[config.mk]
export PLATFORM = sky130hd
export DESIGN_NAME = write_serializer
export DESIGN_NICKNAME = d
export VERILOG_FILES = /design/src/rtl/filter_gpu_pkg.sv /design/src/rtl/triplet_fifo.sv /design/src/rtl/write_serializer.sv
export SDC_FILE = /design/constraint.sdc
export NUM_CORES = 1
export LEC_CHECK = 0
export CAP_MARGIN = 20
export CORE_MARGIN = 8
export CORE_UTILIZATION = 60
export CTS_BUF_LIST = sky130_fd_sc_hd__clkbuf_16
export CTS_CLUSTER_SIZE = 28
export DETAILED_ROUTE_END_ITERATION = 8
export PLACE_DENSITY = 0.9
export SLEW_MARGIN = 0
export SYNTH_ARGS = -nofsm -noshare
export SYNTH_HDL_FRONTEND = slang
export SYNTH_SLANG_ARGS = --single-unit
[constraint.sdc]
create_clock -name CLK -period 16.2 [get_ports CLK]
set_input_delay 3.24 -clock CLK [delete_from_list [all_inputs] [get_ports CLK]]
set_output_delay 3.24 -clock CLK [all_outputs]
set_load 0.01 [all_outputs]
[src/rtl/filter_gpu_pkg.sv]
// filter_gpu_pkg: shared lane widths and the three-lane store triplet type.
package filter_gpu_pkg;
    localparam int LANES  = 3;
    localparam int DATA_W = 18;
    localparam int ADDR_W = 10;
    typedef logic [DATA_W-1:0] lane_data_t;
    typedef logic [ADDR_W-1:0] lane_addr_t;
    typedef struct packed {
        lane_addr_t [LANES-1:0] addr;
        lane_data_t [LANES-1:0] data;
    } store_triplet_t;
endpackage

[src/rtl/triplet_fifo.sv]
// triplet_fifo: store-triplet FIFO; full/empty come from the level count, not pointer equality.
module triplet_fifo
    import filter_gpu_pkg::*;
#(
    parameter int DEPTH = 8
) (
    input  logic                     clk,
    input  logic                     rst,
    input  logic                     push_i,
    input  store_triplet_t           push_data_i,
    input  logic                     pop_i,
    output store_triplet_t           head_o,
    output logic [$clog2(DEPTH):0]   level_o,
    output logic                     full_o,
    output logic                     empty_o
);
    localparam int PW = $clog2(DEPTH);
    localparam int LW = PW + 1;
    store_triplet_t mem_q [DEPTH];
    logic [PW-1:0] wr_ptr_q, wr_ptr_d, rd_ptr_q, rd_ptr_d;
    logic [LW-1:0] level_q, level_d;
    logic          push_ok, pop_ok;
    always_comb begin
        full_o   = level_q == LW'(DEPTH);
        empty_o  = level_q == '0;
        push_ok  = push_i && !full_o;
        pop_ok   = pop_i && !empty_o;
        wr_ptr_d = push_ok ? wr_ptr_q + PW'(1) : wr_ptr_q;
        rd_ptr_d = pop_ok ? rd_ptr_q + PW'(1) : rd_ptr_q;
        level_d  = level_q + LW'(push_ok) - LW'(pop_ok);
        head_o   = mem_q[rd_ptr_q];
        level_o  = level_q;
    end
    always_ff @(posedge clk) begin
        if (rst) begin
            wr_ptr_q <= '0;
            rd_ptr_q <= '0;
            level_q  <= '0;
        end else begin
            wr_ptr_q <= wr_ptr_d;
            rd_ptr_q <= rd_ptr_d;
            level_q  <= level_d;
        end
    end
    always_ff @(posedge clk) begin
        if (!rst && push_ok) mem_q[wr_ptr_q] <= push_data_i;
    end
endmodule

[src/rtl/write_serializer.sv]
// write_serializer: buffers three-lane stores and replays them as lane 0,1,2 beats on a valid/ready stream.
module write_serializer
    import filter_gpu_pkg::*;
#(
    parameter int DEPTH = 8
) (
    input  logic                          CLK,
    input  logic                          RST,
    input  logic                          MemWriteM,
    input  logic [ADDR_W-1:0]             A1,
    input  logic [ADDR_W-1:0]             A2,
    input  logic [ADDR_W-1:0]             A3,
    input  logic [LANES-1:0][DATA_W-1:0]  writeData,
    output logic                          out_valid,
    input  logic                          out_ready,
    output logic [ADDR_W-1:0]             out_addr,
    output logic [DATA_W-1:0]             out_data,
    output logic [1:0]                    out_lane,
    output logic [$clog2(DEPTH):0]        level,
    output logic                          idle,
    output logic                          overflow
);
    store_triplet_t push_trip, head;
    logic [1:0]     lane_q, lane_d;
    logic           overflow_q, overflow_d;
    logic           full, empty, beat, pop;
    triplet_fifo #(.DEPTH(DEPTH)) u_fifo (
        .clk         (CLK),
        .rst         (RST),
        .push_i      (MemWriteM),
        .push_data_i (push_trip),
        .pop_i       (pop),
        .head_o      (head),
        .level_o     (level),
        .full_o      (full),
        .empty_o     (empty)
    );
    always_comb begin
        push_trip.addr = {A3, A2, A1};
        push_trip.data = writeData;
        out_valid      = !empty;
        beat           = out_valid && out_ready;
        pop            = beat && lane_q == 2'd2;
        lane_d         = beat ? (pop ? 2'd0 : lane_q + 2'd1) : lane_q;
        // a store arriving while full is lost even if this cycle also pops
        overflow_d     = overflow_q || (MemWriteM && full);
        out_addr       = out_valid ? head.addr[lane_q] : '0;
        out_data       = out_valid ? head.data[lane_q] : '0;
        out_lane       = out_valid ? lane_q : 2'd0;
        idle           = empty;
        overflow       = overflow_q;
    end
    always_ff @(posedge CLK) begin
        if (RST) begin
            lane_q     <= 2'd0;
            overflow_q <= 1'b0;
        end else begin
            lane_q     <= lane_d;
            overflow_q <= overflow_d;
        end
    end
endmodule

==> results of run 1 <==
## layer usage
layer / vias to the layer above / global-route usage
met5: - / 0
met4: 10 / 0.08981
met3: 173 / 0.05721
met2: 1025 / 0.4126
met1: 7481 / 0.2983
li1: 6132 / -
## state kept, by name (all words and copies together) (netlist names), named ones only
name and flops:
u_fifo.mem_q 672, u_fifo.level_o 4, u_fifo.rd_ptr_q 3, u_fifo.wr_ptr_q 3, lane_q 2, overflow 1
## Yosys cell counts (all sizes together) (2+ instances only)
library cell  instances
nand2b                8
mux4                 40
ha                    7
clkbuf               17
and3                  9
o22ai                 8
inv                  48
a21oi                 9
nor2                 21
nand2                45
nand3                50
edfxtp              672
nor3                  4
and2                  5
a2bb2oi               4
mux2i               218
a22oi                90
a221oi               38
or2                   2
nor4                  3
o221ai                4
a211oi                4
mux2                 14
nor4b                 3
nor2b                 8
xor2                  4
o211ai               23
or3b                  2
buf                  64
a311o                 4
dfxtp                16
## cell type report
| type | instances | area [um^2] | area share |
|---|---|---|---|
| clock buffer | 69 | 1727 | 0.05614 |
| tap | 592 | 740.7 | 0.02408 |
| antenna | 5 | 12.51 | 0.0004068 |
| inverter | 48 | 182.7 | 0.005939 |
| sequential | 688 | 20510 | 0.6668 |
| clock inverter | 49 | 351.6 | 0.01143 |
| timing repair buffer | 151 | 1444 | 0.04694 |
| multi-input combinational | 636 | 5789 | 0.1882 |
## how the worst min path moves through the flow
stage | to | cells after the start
finish | overflow$_SDFF_PP0_ | 2
floorplan | flop | 2
global placement | overflow$_SDFF_PP0_ | 2
CTS | overflow$_SDFF_PP0_ | 2
detailed placement | overflow$_SDFF_PP0_ | 2
global route | overflow$_SDFF_PP0_ | 2
## critical path, stage by stage, from the launching register on
cell             delay, ps
dfxtp_4                660
buf_4                  800
buf_4                  830
nor2b_4                190
buf_4                  360
a221oi_1               450
o211ai_1               220
nand3_1                280
clkdlybuf4s50_1        590
## cell families after synthesis
kind of cell	after synthesis	share of synthesized area
muxes	272	0.1205
and+or+nand+nor	163	0.03089
xor gates and xnor gates	5	0.001628
buffers and inverters	129	0.02517
AOI/OAI and AO/OA	188	0.05568
adders and majority gates	8	0.004000
DFF	688	0.7622
## power breakdown
group          switching, uW  leakage (uW)  internal (uW)  total (uW)
clock                    639       0.00106            850        1490
combinational            262       0.00222            185         448
sequential              21.0       0.00620           2000        2020
total                    922       0.00947           3040        3960
## per-stage QoR
step                      std cells  worst slack [ps]  hold slack (ps)  utilization  area, um^2
final                          2238              7929            481.9       0.6956       30760
after global routing           2235              7763            512.2       0.6954       30750
after CTS                      2233              8034            486.9       0.6953       30750
after detailed placement       2115              8672            470.8       0.6483       28670
after global placement         2115              8888            456.1       0.6483       28670
after floorplan                1453              3275            472.5            -       26900
==> reports/results.txt, run 1 <==
Reg2Reg Setup Slack: 12,790 ps
Number of global-route vias before repair: 14,910
Worst hold start: overflow$_SDFF_PP0_
Area growth syn-to-layout: 14.36%
Fillers: 2,451
CP Class: reg2out
Clock root buffer: clkbuf_16
Initial Utilization: 0.6082
First-pass GRT wire length: 94.64 mm
Final min period: 8271 ps
Largest net degree at the start of global routing: 66
Status: complete, no violations
Crit start category: flop
Pleak: 0.009475 uW
Core area: 44,220 um^2
Reg2reg end: u_fifo.mem_q[7][27]$_DFFE_PP_
Number of core rows: 77
Crit path DAT: 5030 ps
Final Hold Vio Count: 0
DR WL met3: 6.561 mm
Worst r2r src: u_fifo.level_o[2]$_SDFF_PP0_
Reg clk slew, reported paths: 60 ps
Worst-Skew Late Latency: 600 ps
Routed WL: 64.49 mm
ANT nets after route: 0
Worst EP required: 12,960 ps
Synth top area cells: edfxtp_1, mux2i_1, mux4_2, a22oi_1, a221oi_1
Chip width: 227.7 um
Final setup viols: 0
Slew margin rel.: 0.2668
Seq/Total Area, Yosys: 0.7622
RSZ-0062 raised after global routing: false
CTS resizes: 0
Worst-path fanout max: 65
Yosys warning total: 0
Critical path endpoint category: output port
Remaining global-route overflow: 0
WL/cell: 28.81 um
CTS Buf Count: 66
Drt first pass iters: 5
Area of the die: 51,860 um^2
Largest buffer count on any clock path: 3
DR WL met2: 32.73 mm
Unique masters post-synth: 52
Peak supply drop: 0.1396 mV
Share of cells above drive strength 1: 0.1176
DP HPWL: 34.85 mm
Setup_tns: 0 ps
CTS sink cnt: 688
Fmax: 0.1209 GHz
Commonest non-fill, non-tap cells in the layout: edfxtp_1, mux2i_1, clkdlybuf4s50_1, a22oi_1, clkbuf_16
Gr usage total: 0.2415
Max cap viols: 0
Gate Count Post-Synth: 1,453
Pwr dens: 128.8 nW/um^2
Synth Net Count: 1,549
Worst R2R Path Depth: 8
Vias after detailed routing: 14,820
Most common cell after layout, fill and taps aside: edfxtp_1
Synth top area share: 0.7502
Setup bufs post-CTS: 0
Initial antenna violation count: 8
Final #Nets: 1,687
Critical Path End: out_data[15]
Highest routed layer: met5
Netlist Area Pre-Place: 26,900 um^2
IO Pins: 125
Number of enable flip-flop cells after synthesis: 672
Hold Crit Class: reg2reg
Fraction of registers with async set or reset after synthesis: 0
Vert. Die Dim: 227.7 um
Flop and latch count out of synthesis: 688
Slew @ Worst Pin: 1098 ps
Max Slew Vio Count: 0
DR vias/cell: 6.622
Clock skew: 25.01 ps
# hold bufs at CTS: 0
Pwr Total: 3961 uW
CTS HTree Levels: 3
Fin crit share: 0.5105
Initial DRC Count: 1,952
DRC violations left: 0
Number of port buffers: 124
CTS tree: done
Syn avg cell area: 18.51 um^2
Synth Flop Type: edfxtp_1
Top cell type by total area after synthesis: edfxtp_1
Met1 WL: 22.76 mm
GPL Wtd Cong: 0.7864
No activity file was read; power rests on OpenSTA's default activity.
==> inputs of run 2 (changes only) <==
- CORE_UTILIZATION: 60 -> 54
- PLACE_DENSITY: 0.9 -> 0.86
- clock period: 16.2 -> 6.77 ns (I/O delays scaled with it)
==> reports/results.txt, run 2 (synthesis results as in run 1) <==
Core area: 49,050 um^2 (+11%)
Setup_tns: 0 ps (unchanged)
Worst slack at placement: 2063 ps (-6608 ps)
Most common cell after layout, fill and taps aside: edfxtp_1
Final instance area: 30,990 um^2 (+0.76%)
Peak supply drop: 0.2983 mV (+110%)
Hold depth: 2 (unchanged)
Vias after detailed routing: 14,350 (-3.2%)
Area growth syn-to-layout: 15.23%
DRC violations left: 0 (unchanged)
Worst-Skew Late Latency: 590 ps (about the same)
Final #Nets: 1,686 (-0.059%)
Worst EP required: 5420 ps (-7540 ps)
Buffers & Inverters on Critical Path: 3 (-1)
Crit start category: flop
Setup bufs post-CTS: 0 (unchanged)
Drt first pass iters: 5 (unchanged)
Initial DRC Count: 1,678 (-14%)
Status: complete, no violations
Hold Crit Class: reg2reg
Largest stage delay on the critical path: 880 ps (+50 ps)
Non-Filler Instances: 2,304 (+2.9%)
Critical Path Stages: 7 (-1)
Clock skew: 24.95 ps (-0.05410 ps)
Number of global-route vias before repair: 14,700 (-1.4%)
CTS sink cnt: 688 (unchanged)
Number of core rows: 81 (+5.2%)
Area of the die: 57,210 um^2 (+10%)
Vert. Die Dim: 239.2 um (+5.0%)
Max reg flops: 672 (unchanged)
First-pass GRT wire length: 91.05 mm (-3.8%)
Slowest-stage cell, CP: dfxtp_4
Initial Utilization: 0.5483 (-0.05990)
Final Hold Vio Count: 0 (unchanged)
Pwr Total: 9457 uW (+140%)
Fmax: 0.1853 GHz
Worst path cell trace: buf_4 > nor2_2 > buf_4 > a22oi_1 > nand3_1 > o211ai_1 > clkdlybuf4s50_1
DP Area: 28,880 um^2 (+0.74%)
Most used cell, CP: buf_4
Pwr dens: 305.1 nW/um^2 (+140%)
Reg clk slew, reported paths: 60 ps (about the same)
Max cap viols: 0 (unchanged)
Gr usage total: 0.2127 (-0.02881)
Fillers: 3,229 (+32%)
Final setup margin: 1374 ps (-6555 ps)
Top delay family on crit path: buffers and inverters
Clock root buffer: clkbuf_16
DR vias/cell: 6.229 (-5.9%)
Slew margin rel.: 0.2531 (-0.01370)
Chip width: 239.2 um (+5.0%)
Max Slew Vio Count: 0 (unchanged)
Placed cells: 2,183 (+3.2%)
Fin crit share: 0.7970
WL/cell: 26.81 um (-7.0%)
Worst R2R Path Depth: 8 (unchanged)
Crit path DAT: 4040 ps (-990 ps)
Largest net degree at the start of global routing: 123 (+86%)
Routed WL: 61.77 mm (-4.2%)
CTS resizes: 0 (unchanged)
CP Class: reg2out
Largest buffer count on any clock path: 3 (unchanged)
Initial antenna violation count: 9 (+1)
Most flops, register: u_fifo.mem_q
CTS tree: done
Pleak: 0.009500 uW (+0.27%)
Number of port buffers: 124 (unchanged)
CTS HTree Levels: 3 (unchanged)
Slew @ Worst Pin: 1117 ps (+19.19 ps)
Critical path endpoint category: output port
Final min period: 5396 ps
CTS Buf Count: 67 (+1.5%)
Worst-path fanout max: 63 (-3.1%)
# hold bufs at CTS: 0 (unchanged)
Share of cells above drive strength 1: 0.1191 (+0.001509)
RSZ-0062 raised after global routing: false
Final setup viols: 0 (unchanged)
IO Pins: 125 (unchanged)
DP HPWL: 34.72 mm (-0.37%)
GPL Wtd Cong: 0.7914 (+0.64%)
ANT nets after route: 0 (unchanged)
Remaining global-route overflow: 0 (unchanged)
Commonest non-fill, non-tap cells in the layout: edfxtp_1, mux2i_1, clkdlybuf4s50_1, a22oi_1, clkbuf_16
## run 2: cell count changes in the layout (fill, tap and decap cells not counted), sizes merged
cell and delta:
buf -2, diode -2, clkbuf -1, clkinv -1
## run 2: worst paths after layout
kind	to	slack [ps]	start
worst max register to register	u_fifo.mem_q[4][72]$_DFFE_PP_	3490	u_fifo.level_o[2]$_SDFF_PP0_
worst min register to register	overflow$_SDFF_PP0_	500	overflow$_SDFF_PP0_
worst min-delay path	overflow$_SDFF_PP0_	500	overflow$_SDFF_PP0_
worst max-delay path	out_data[8]	1370	flop
## run 2: final cells by class
class                      count  area, um^2  share of cell area
clock buffer                  68        1702             0.05491
multi-input combinational    636        5853              0.1889
timing repair buffer         149        1544             0.04982
tap                          664       830.8             0.02681
antenna                        3       7.507           0.0002422
inverter                      48       182.7            0.005894
sequential                   688       20510              0.6618
clock inverter                48       361.6             0.01167
## run 2: per-stage QoR
step	hold WS, ps	utilization
after global routing	541.5	0.6318
after global placement	456.9	0.5887
after CTS	508.1	0.6308
after detailed placement	489.0	0.5887
after floorplan	472.5	-
final	496.8	0.6318
## run 2: layer usage
metal	share of wire	global-route usage	up-vias
met1	0.38	0.2652	7332
met5	0.0012	0	-
met2	0.51	0.3602	743
met3	0.089	0.05792	123
li1	-	-	6141
met4	0.026	0.06806	12
## run 2: report_power, final
group	internal, uW	leakage, uW	switching, uW
combinational	451	0.00224	632
sequential	4790	0.00620	50.9
clock	2010	0.00106	1520
total	7260	0.00950	2200
## run 2: worst register-to-register path, cell delays in order, from the launching register on
cell     delay, ps
dfxtp_1        340
inv_1           80
ha_1           220
or3b_2         210
nand2_1        130
inv_1          190
nand2_1        270
nor4_4         880
buf_12         500
